[config.mk]
export PLATFORM = sky130hd
export DESIGN_NAME = irq_ctrl
export DESIGN_NICKNAME = d
export VERILOG_FILES = /design/src/rtl/irq_ctrl.sv
export SDC_FILE = /design/constraint.sdc
export NUM_CORES = 1
export LEC_CHECK = 0
export BUFFER_PORTS_ARGS = -buffer_cell sky130_fd_sc_hd__buf_2
export CORE_ASPECT_RATIO = 1.25
export CORE_MARGIN = 3
export CORE_UTILIZATION = 35
export CTS_CLUSTER_SIZE = 28
export DETAILED_ROUTE_END_ITERATION = 8
export GPL_TIMING_DRIVEN = 1
export PLACE_DENSITY = 0.69
export SLEW_MARGIN = 20
export SYNTH_ARGS = -nofsm -noshare
export SYNTH_HDL_FRONTEND = slang
export SYNTH_SLANG_ARGS = --single-unit
[constraint.sdc]
create_clock -name clk -period 1.45 [get_ports clk]
set_input_delay 0.29 -clock clk [delete_from_list [all_inputs] [get_ports clk]]
set_output_delay 0.29 -clock clk [all_outputs]
set_load 0.005 [all_outputs]
[src/rtl/irq_ctrl.sv]
// -----------------------------------------------------------------------------
// irq_ctrl
//
// Purpose:
//   Interrupt controller. It synchronises and edge-detects the external
//   interrupt lines and latches each rising edge as a pending bit. Pending bits
//   are masked and gated by the global enable cr[3]. The lowest-index eligible
//   source is presented to the sequencer with an irq/irq_ack handshake. On
//   acknowledge it switches to the supervisor bank and remembers the previous
//   bank. On reti it restores that bank.
//   All state updates on the falling edge of clk.
//
// Ports:
//   clk        in   system clock (state updates on falling edge)
//   reset      in   asynchronous active-low reset
//   irq_lines  in   raw asynchronous interrupt sources, rising-edge triggered
//   cr         in   control register value, cr[3] = global irq enable
//   mask_we    in   mask register write strobe
//   mask_in    in   new mask value (1 = source enabled)
//   mask_out   out  current mask register
//   pending    out  latched pending bits
//   irq        out  interrupt request to sequencer
//   irq_vec    out  index of requested source, stable while irq=1
//   irq_ack    in   sequencer accepts the request
//   reti       in   return-from-interrupt strobe
//   bank       out  0 = user, 1 = supervisor
// -----------------------------------------------------------------------------
module irq_ctrl #(
    parameter int NUM_IRQ     = 8,
    parameter int SYNC_STAGES = 2,
    localparam int VEC_W      = (NUM_IRQ > 1) ? $clog2(NUM_IRQ) : 1
) (
    input  logic               clk,
    input  logic               reset,
    input  logic [NUM_IRQ-1:0] irq_lines,
    input  logic [7:0]         cr,
    input  logic               mask_we,
    input  logic [NUM_IRQ-1:0] mask_in,
    output logic [NUM_IRQ-1:0] mask_out,
    output logic [NUM_IRQ-1:0] pending,
    output logic               irq,
    output logic [VEC_W-1:0]   irq_vec,
    input  logic               irq_ack,
    input  logic               reti,
    output logic               bank
);

    typedef enum logic [1:0] {
        S_IDLE    = 2'd0,
        S_REQ     = 2'd1,
        S_SERVICE = 2'd2
    } state_t;

    state_t                                r_state;
    state_t                                w_state_nxt;
    logic [SYNC_STAGES-1:0][NUM_IRQ-1:0]   r_sync;
    logic [NUM_IRQ-1:0]                    r_dly;
    logic [NUM_IRQ-1:0]                    r_pending;
    logic [NUM_IRQ-1:0]                    r_mask;
    logic [VEC_W-1:0]                      r_vec;
    logic                                  r_bank;
    logic                                  r_saved_bank;

    logic [NUM_IRQ-1:0]                    w_rise;
    logic [NUM_IRQ-1:0]                    w_elig;
    logic [NUM_IRQ-1:0]                    w_clr;
    logic [VEC_W-1:0]                      w_pri_vec;
    logic [VEC_W-1:0]                      w_vec_nxt;
    logic                                  w_bank_nxt;
    logic                                  w_saved_nxt;

    // Rising edge seen at the end of the synchroniser chain; the delay flop
    // makes a held-high level produce a single event.
    assign w_rise = r_sync[SYNC_STAGES-1] & ~r_dly;
    assign w_elig = r_pending & r_mask & {NUM_IRQ{cr[3]}};

    // Lowest index wins: scan downwards so the last hit is the smallest index.
    always_comb begin
        w_pri_vec = '0;
        for (int i = NUM_IRQ - 1; i >= 0; i--) begin
            if (w_elig[i]) begin
                w_pri_vec = VEC_W'(i);
            end
        end
    end

    always_comb begin
        w_state_nxt = r_state;
        w_vec_nxt   = r_vec;
        w_clr       = '0;
        w_bank_nxt  = r_bank;
        w_saved_nxt = r_saved_bank;
        case (r_state)
            S_IDLE: begin
                if (|w_elig) begin
                    w_state_nxt = S_REQ;
                    w_vec_nxt   = w_pri_vec;
                end
            end
            S_REQ: begin
                // Ack has priority over withdrawal and over a coincident reti.
                if (irq_ack) begin
                    w_state_nxt   = S_SERVICE;
                    w_clr[r_vec]  = 1'b1;
                    w_saved_nxt   = r_bank;
                    w_bank_nxt    = 1'b1;
                end else if (!w_elig[r_vec]) begin
                    w_state_nxt = S_IDLE;
                end
            end
            S_SERVICE: begin
                if (reti) begin
                    w_state_nxt = S_IDLE;
                    w_bank_nxt  = r_saved_bank;
                end
            end
            default: begin
                w_state_nxt = S_IDLE;
            end
        endcase
    end

    always_ff @(negedge clk or negedge reset) begin
        if (!reset) begin
            r_state      <= S_IDLE;
            r_sync       <= '0;
            r_dly        <= '0;
            r_pending    <= '0;
            r_mask       <= '0;
            r_vec        <= '0;
            r_bank       <= 1'b1;
            r_saved_bank <= 1'b1;
        end else begin
            r_state      <= w_state_nxt;
            r_sync       <= {r_sync[SYNC_STAGES-2:0], irq_lines};
            r_dly        <= r_sync[SYNC_STAGES-1];
            // Set after clear: a new edge on the acked bit is never lost.
            r_pending    <= (r_pending & ~w_clr) | w_rise;
            if (mask_we) begin
                r_mask <= mask_in;
            end
            r_vec        <= w_vec_nxt;
            r_bank       <= w_bank_nxt;
            r_saved_bank <= w_saved_nxt;
        end
    end

    assign mask_out = r_mask;
    assign pending  = r_pending;
    assign irq      = (r_state == S_REQ);
    assign irq_vec  = r_vec;
    assign bank     = r_bank;

endmodule

# == Word-level counts from Yosys, hierarchy flattened ==
# Cells that the tools add are included.
# op_classes
order_cmp,2
eq_ne,6
muxes,22
bitwise,7
reduce_logical,8
# ops
operator,n
$and A8 B8 Y8,4
$mux W3,8
$mux W8,2
$not A8 Y8,2
$mux W2,4
$or A8 B8 Y8,1
$reduce_or A8 Y1,1
$pmux W2 S3,1
$reduce_and A3 Y1,2
$lt A3 B4 Y1 const B,1
$mux W1,4
$ne A2 B2 Y1 const B,2
$reduce_and A2 Y1,2
$bmux W1 S3,1
$demux W1 S3,1
$ge A3 B1 Y1 const B,1
$ne A3 B3 Y1 const B,1
$eq A2 B1 Y1 const B,1
$eq A2 B2 Y1 const B,1
$logic_not A2 Y1,1
$ne A2 B1 Y1 const B,1
$pmux W1 S2,1
$reduce_bool A2 Y1,1
$logic_and A1 B1 Y1,1
# totals
regBits,47
inputBits,29
out_inout_bits,21
elab_cells,54

# == Longest topological paths before layout ==
# logic_depth
ltp_word,10
ltp_mapped,5
ltp_nobuf,4

==> results_tabular.tex <==
\begin{tabular}{lr}
\hline
Metric & Value \\
\hline
\multicolumn{2}{l}{\textbf{Global routing}} \\
\quad Gr usage total & 14.7\% \\
\quad Vias in the first global route & 1410 \\
\quad Initial antenna violation count & 0 \\
\quad Pin count of the biggest net entering global routing & 29 \\
\quad Remaining global-route overflow & 0 \\
\quad Wire length of the first global-routing pass & 6.93 mm \\
\multicolumn{2}{l}{\textbf{Setup path}} \\
\quad Crit Reg-Reg Endpoint & r\_state[0] \\
\quad Crit Reg-Reg Startpoint & mask\_out[0] \\
\quad Slowest CP cell & sky130\_fd\_sc\_hd\_\_dfrtn\_1 \\
\quad Highest cell delay on the worst timing path & 400 ps \\
\quad Type of the worst setup path & reg2out \\
\quad CP required & 1160 ps \\
\quad Kind of cell adding the most delay to the critical path & flip-flops \\
\quad Crit-path max FO & 2 \\
\quad Total buffers and inverters traversed by the critical path & 1 \\
\quad Arrival time reported for the critical path endpoint & 1770 ps \\
\quad WP depth & 2 \\
\quad Count of cells along the worst register-to-register path & 7 \\
\quad Worst setup SP type & flip-flop \\
\quad Critical Path, Cell by Cell & and2b\_2 > buf\_2 \\
\quad Worst Setup End Kind & output pin \\
\quad Internal reg-to-reg setup slack & -110 ps \\
\multicolumn{2}{l}{\textbf{Job}} \\
\quad Maximum capacitance violations & 0 \\
\multicolumn{2}{l}{\textbf{Timing}} \\
\quad Maximum clock skew at final layout & 49.3 ps \\
\quad Worst slew margin relative to its limit & 65.7\% \\
\quad Number of pins exceeding their max-slew limit in the final report & 0 \\
\quad RSZ-0062 raised after global routing & true \\
\quad Final setup slack of the worst path & -612 ps \\
\quad Number of endpoints failing setup at the final stage & 24 \\
\quad Final Hold Viols & 0 \\
\quad Tightest Pin Transition & 513 ps \\
\multicolumn{2}{l}{\textbf{Placed design}} \\
\quad Final HPWL DP & 3.04 mm \\
\quad Worst Setup Slack post-DPL & -626 ps \\
\quad Port-buffer cells & 42 \\
\quad Placement Cell Area & 2380 um2 \\
\quad Final weighted congestion of routability-driven global placement & 0.917 \\
\multicolumn{2}{l}{\textbf{Pwr}} \\
\quad Relative contribution of combinational cells to total power & 38.2\% \\
\quad Internal power summed over all cells & 2.89 mW \\
\quad Sum of internal, switching and leakage power & 4.20 mW \\
\quad Switching power share of the total & 31.2\% \\
\quad Worst VDD drop & 0.664 mV \\
\quad Sequential share of power & 38.7\% \\
\quad Static Leak & 1.25 nW \\
\quad Part of the total power dissipated in the clock network & 23.1\% \\
\quad Net Switching & 1.31 mW \\
\quad Power density relative to cell area & 1560 nW/um2 \\
\multicolumn{2}{l}{\textbf{Drt}} \\
\quad Routed wire per std cell & 14.6 um \\
\quad Pre-Repair DR Iteration Count & 4 \\
\quad DRC errors left & 0 \\
\quad Vias & 1432 \\
\quad Via density per instance & 4.99 \\
\quad Number of nets with antenna violations after detailed routing & 0 \\
\quad Iteration-0 DRC Markers & 122 \\
\quad Total wire length & 4.19 mm \\
\multicolumn{2}{l}{\textbf{Hold path}} \\
\quad Hold Path Depth & 0 \\
\quad Type of the tightest min-delay check & reg2reg \\
\quad Worst hold path startpoint & r\_sync[0] \\
\quad Worst hold path endpoint & r\_sync[8] \\
\multicolumn{2}{l}{\textbf{Run status}} \\
\quad Status & finished, violations left \\
\quad Failing checks & negative setup slack \\
\multicolumn{2}{l}{\textbf{Die}} \\
\quad Die Y-Extent & 86.2 um \\
\quad IO Pins & 50 \\
\quad Total die area & 6050 um2 \\
\quad Std-Cell Rows & 28 \\
\quad Horizontal die dimension & 70.2 um \\
\quad Initial core utilization & 37.2\% \\
\quad Floorplan Core Area & 4830 um2 \\
\multicolumn{2}{l}{\textbf{Clocking}} \\
\quad Number of sinks handled by clock tree synthesis & 47 \\
\quad Clk root buf & sky130\_fd\_sc\_hd\_\_clkbuf\_8 \\
\quad H-tree depth reported by CTS & 2 \\
\quad Number of buffers inserted during clock tree synthesis & 5 \\
\quad Clock edge transition at the registers on the reported setup and hold paths & 60 ps \\
\quad Clock network latency to the later pin of the worst-skew pair & 350 ps \\
\quad Maximum root-to-sink buffer count & 2 \\
\quad Total of hold buffers inserted after clock tree synthesis & 0 \\
\quad Clock tree from TritonCTS & built \\
\multicolumn{2}{l}{\textbf{Cells and area}} \\
\quad Share of final-layout standard cells stronger than drive strength 1 & 53.7\% \\
\quad Fill count & 401 \\
\quad Net count, final & 255 \\
\quad Area Overhead vs Synth & 49.2\% \\
\quad Total non-filler cell area in the finished layout & 2690 um2 \\
\quad Final core occ & 55.6\% \\
\quad Number of inserted diodes & 0 \\
\multicolumn{2}{l}{\textbf{Yosys}} \\
\quad Number of flops mapped to enable cells by yosys & 0 \\
\quad Yosys cell types & 40 \\
\quad FF+latch count, synth & 47 \\
\quad Fraction of registers with async set or reset after synthesis & 100\% \\
\quad Post-Synthesis Mean Instance Area & 13.0 um2 \\
\quad Post-Synthesis Cells & 139 \\
\quad Sequential-to-total area share from yosys stat & 65.5\% \\
\quad Number of warnings reported in the yosys synthesis log & 0 \\
\quad Cell area after technology mapping & 1800 um2 \\
\quad Post-synthesis net count & 168 \\
\quad Main synth FF type & sky130\_fd\_sc\_hd\_\_dfrtn\_1 \\
\hline
\end{tabular}
## state kept, by name (all words and copies together) (netlist names)
register	cells
bank	1
irq_vec	3
mask_out	8
pending	8
r_dly	8
r_saved_bank	1
r_state	2
r_sync	16
## worst reg2reg max path, delay by kind of cell (launching register included)
family | cells | cell delay [ps]
compound gates | 3 | 820
buf+inv | 3 | 290
flops | 1 | 400
simple gates | 1 | 60
## cell usage in the layout (no fill, tap or decap), drive strengths merged, types with 3 or more instances in the layout
master / count
buf: 81
dfrtn: 45
o21ai: 17
inv: 13
mux2: 9
nand2: 8
clkbuf: 6
a21oi: 5
a22o: 4
o31ai: 4
nand2b: 3
o21a: 3
a31oi: 3
## power groups by stage
| stage | combinational (mW) | clock (mW) | sequential [mW] |
|---|---|---|---|
| 2_1_floorplan | 0.640 | 0.0130 | 1.75 |
| 3_3_place_gp | 1.36 | 0.0130 | 1.64 |
| 3_5_place_dp | 1.37 | 0.0130 | 1.65 |
| 4_1_cts | 1.46 | 0.999 | 1.63 |
| 5_1_grt | 1.75 | 1.05 | 1.65 |
| 6_report | 1.60 | 0.967 | 1.62 |
## per-stage QoR
step           TNS (ps)  hold WS, ps  std cells
2_1_floorplan     -2950          292        139
3_3_place_gp      -8760          292        269
3_5_place_dp      -9140          295        269
4_1_cts           -9140          295        282
5_1_grt           -9830          302        287
6_report          -8950          295        287
## area by class of cell
cell class	instances	area, um2	area share [%]
well taps	60	75.1	2.79
multi-input cells	77	679	25.3
repair buffers	82	584	21.8
clock inverters	5	51.3	1.91
clock buffers	5	68.8	2.56
inverters	11	48.8	1.82
flip-flops and latches	47	1180	43.9
## worst max path at each step
stage	startpoint	end
2_1_floorplan	cr[3]	r_state[0]
3_3_place_gp	cr[3]	r_state[0]
3_5_place_dp	cr[3]	r_state[0]
4_1_cts	r_state[1]	irq
5_1_grt	r_state[1]	irq
6_report	r_state[1]	irq
## cells by family after synthesis
family	after synthesis	share of synthesized area, %
multiplexers	9	5.63
buffers and inverters	15	3.61
AO/OA/AOI/OAI	47	18.4
flip-flops	47	65.5
AND/OR/NAND/NOR	21	6.88
## routing by layer
layer  up-vias  share of wire (%)  GRT usage, %
li1        686                  -             -
met1       695                 41          18.0
met2        42                 50          24.3
met3         9                6.1          4.29
met4         0                2.3          6.45
met5         -                  0             0
## Yosys cell counts, types with 2 or more instances
| cell type | instances | area (um2) |
|---|---|---|
| sky130_fd_sc_hd__a21oi_1 | 5 | 25.0 |
| sky130_fd_sc_hd__a22o_1 | 4 | 35.0 |
| sky130_fd_sc_hd__a31oi_1 | 2 | 12.5 |
| sky130_fd_sc_hd__and3_2 | 2 | 15.0 |
| sky130_fd_sc_hd__dfrtn_1 | 45 | 1130 |
| sky130_fd_sc_hd__dfstp_2 | 2 | 52.6 |
| sky130_fd_sc_hd__inv_1 | 12 | 45.0 |
| sky130_fd_sc_hd__mux2_2 | 8 | 90.1 |
| sky130_fd_sc_hd__nand2_1 | 7 | 26.3 |
| sky130_fd_sc_hd__nand2b_1 | 3 | 18.8 |
| sky130_fd_sc_hd__o211ai_1 | 2 | 15.0 |
| sky130_fd_sc_hd__o21a_1 | 2 | 15.0 |
| sky130_fd_sc_hd__o21ai_0 | 10 | 50.1 |
| sky130_fd_sc_hd__o21ai_1 | 6 | 30.0 |
| sky130_fd_sc_hd__o31ai_1 | 3 | 22.5 |
| sky130_fd_sc_hd__o41ai_1 | 2 | 17.5 |
## repair_timing
action                     CTS  global route
setup endpoints to repair   28            29
pin swaps                    4             7
cloned                       0             1
gates resized for setup      9            13
buffers inserted             6             9
(Power assumes the default switching activity.)
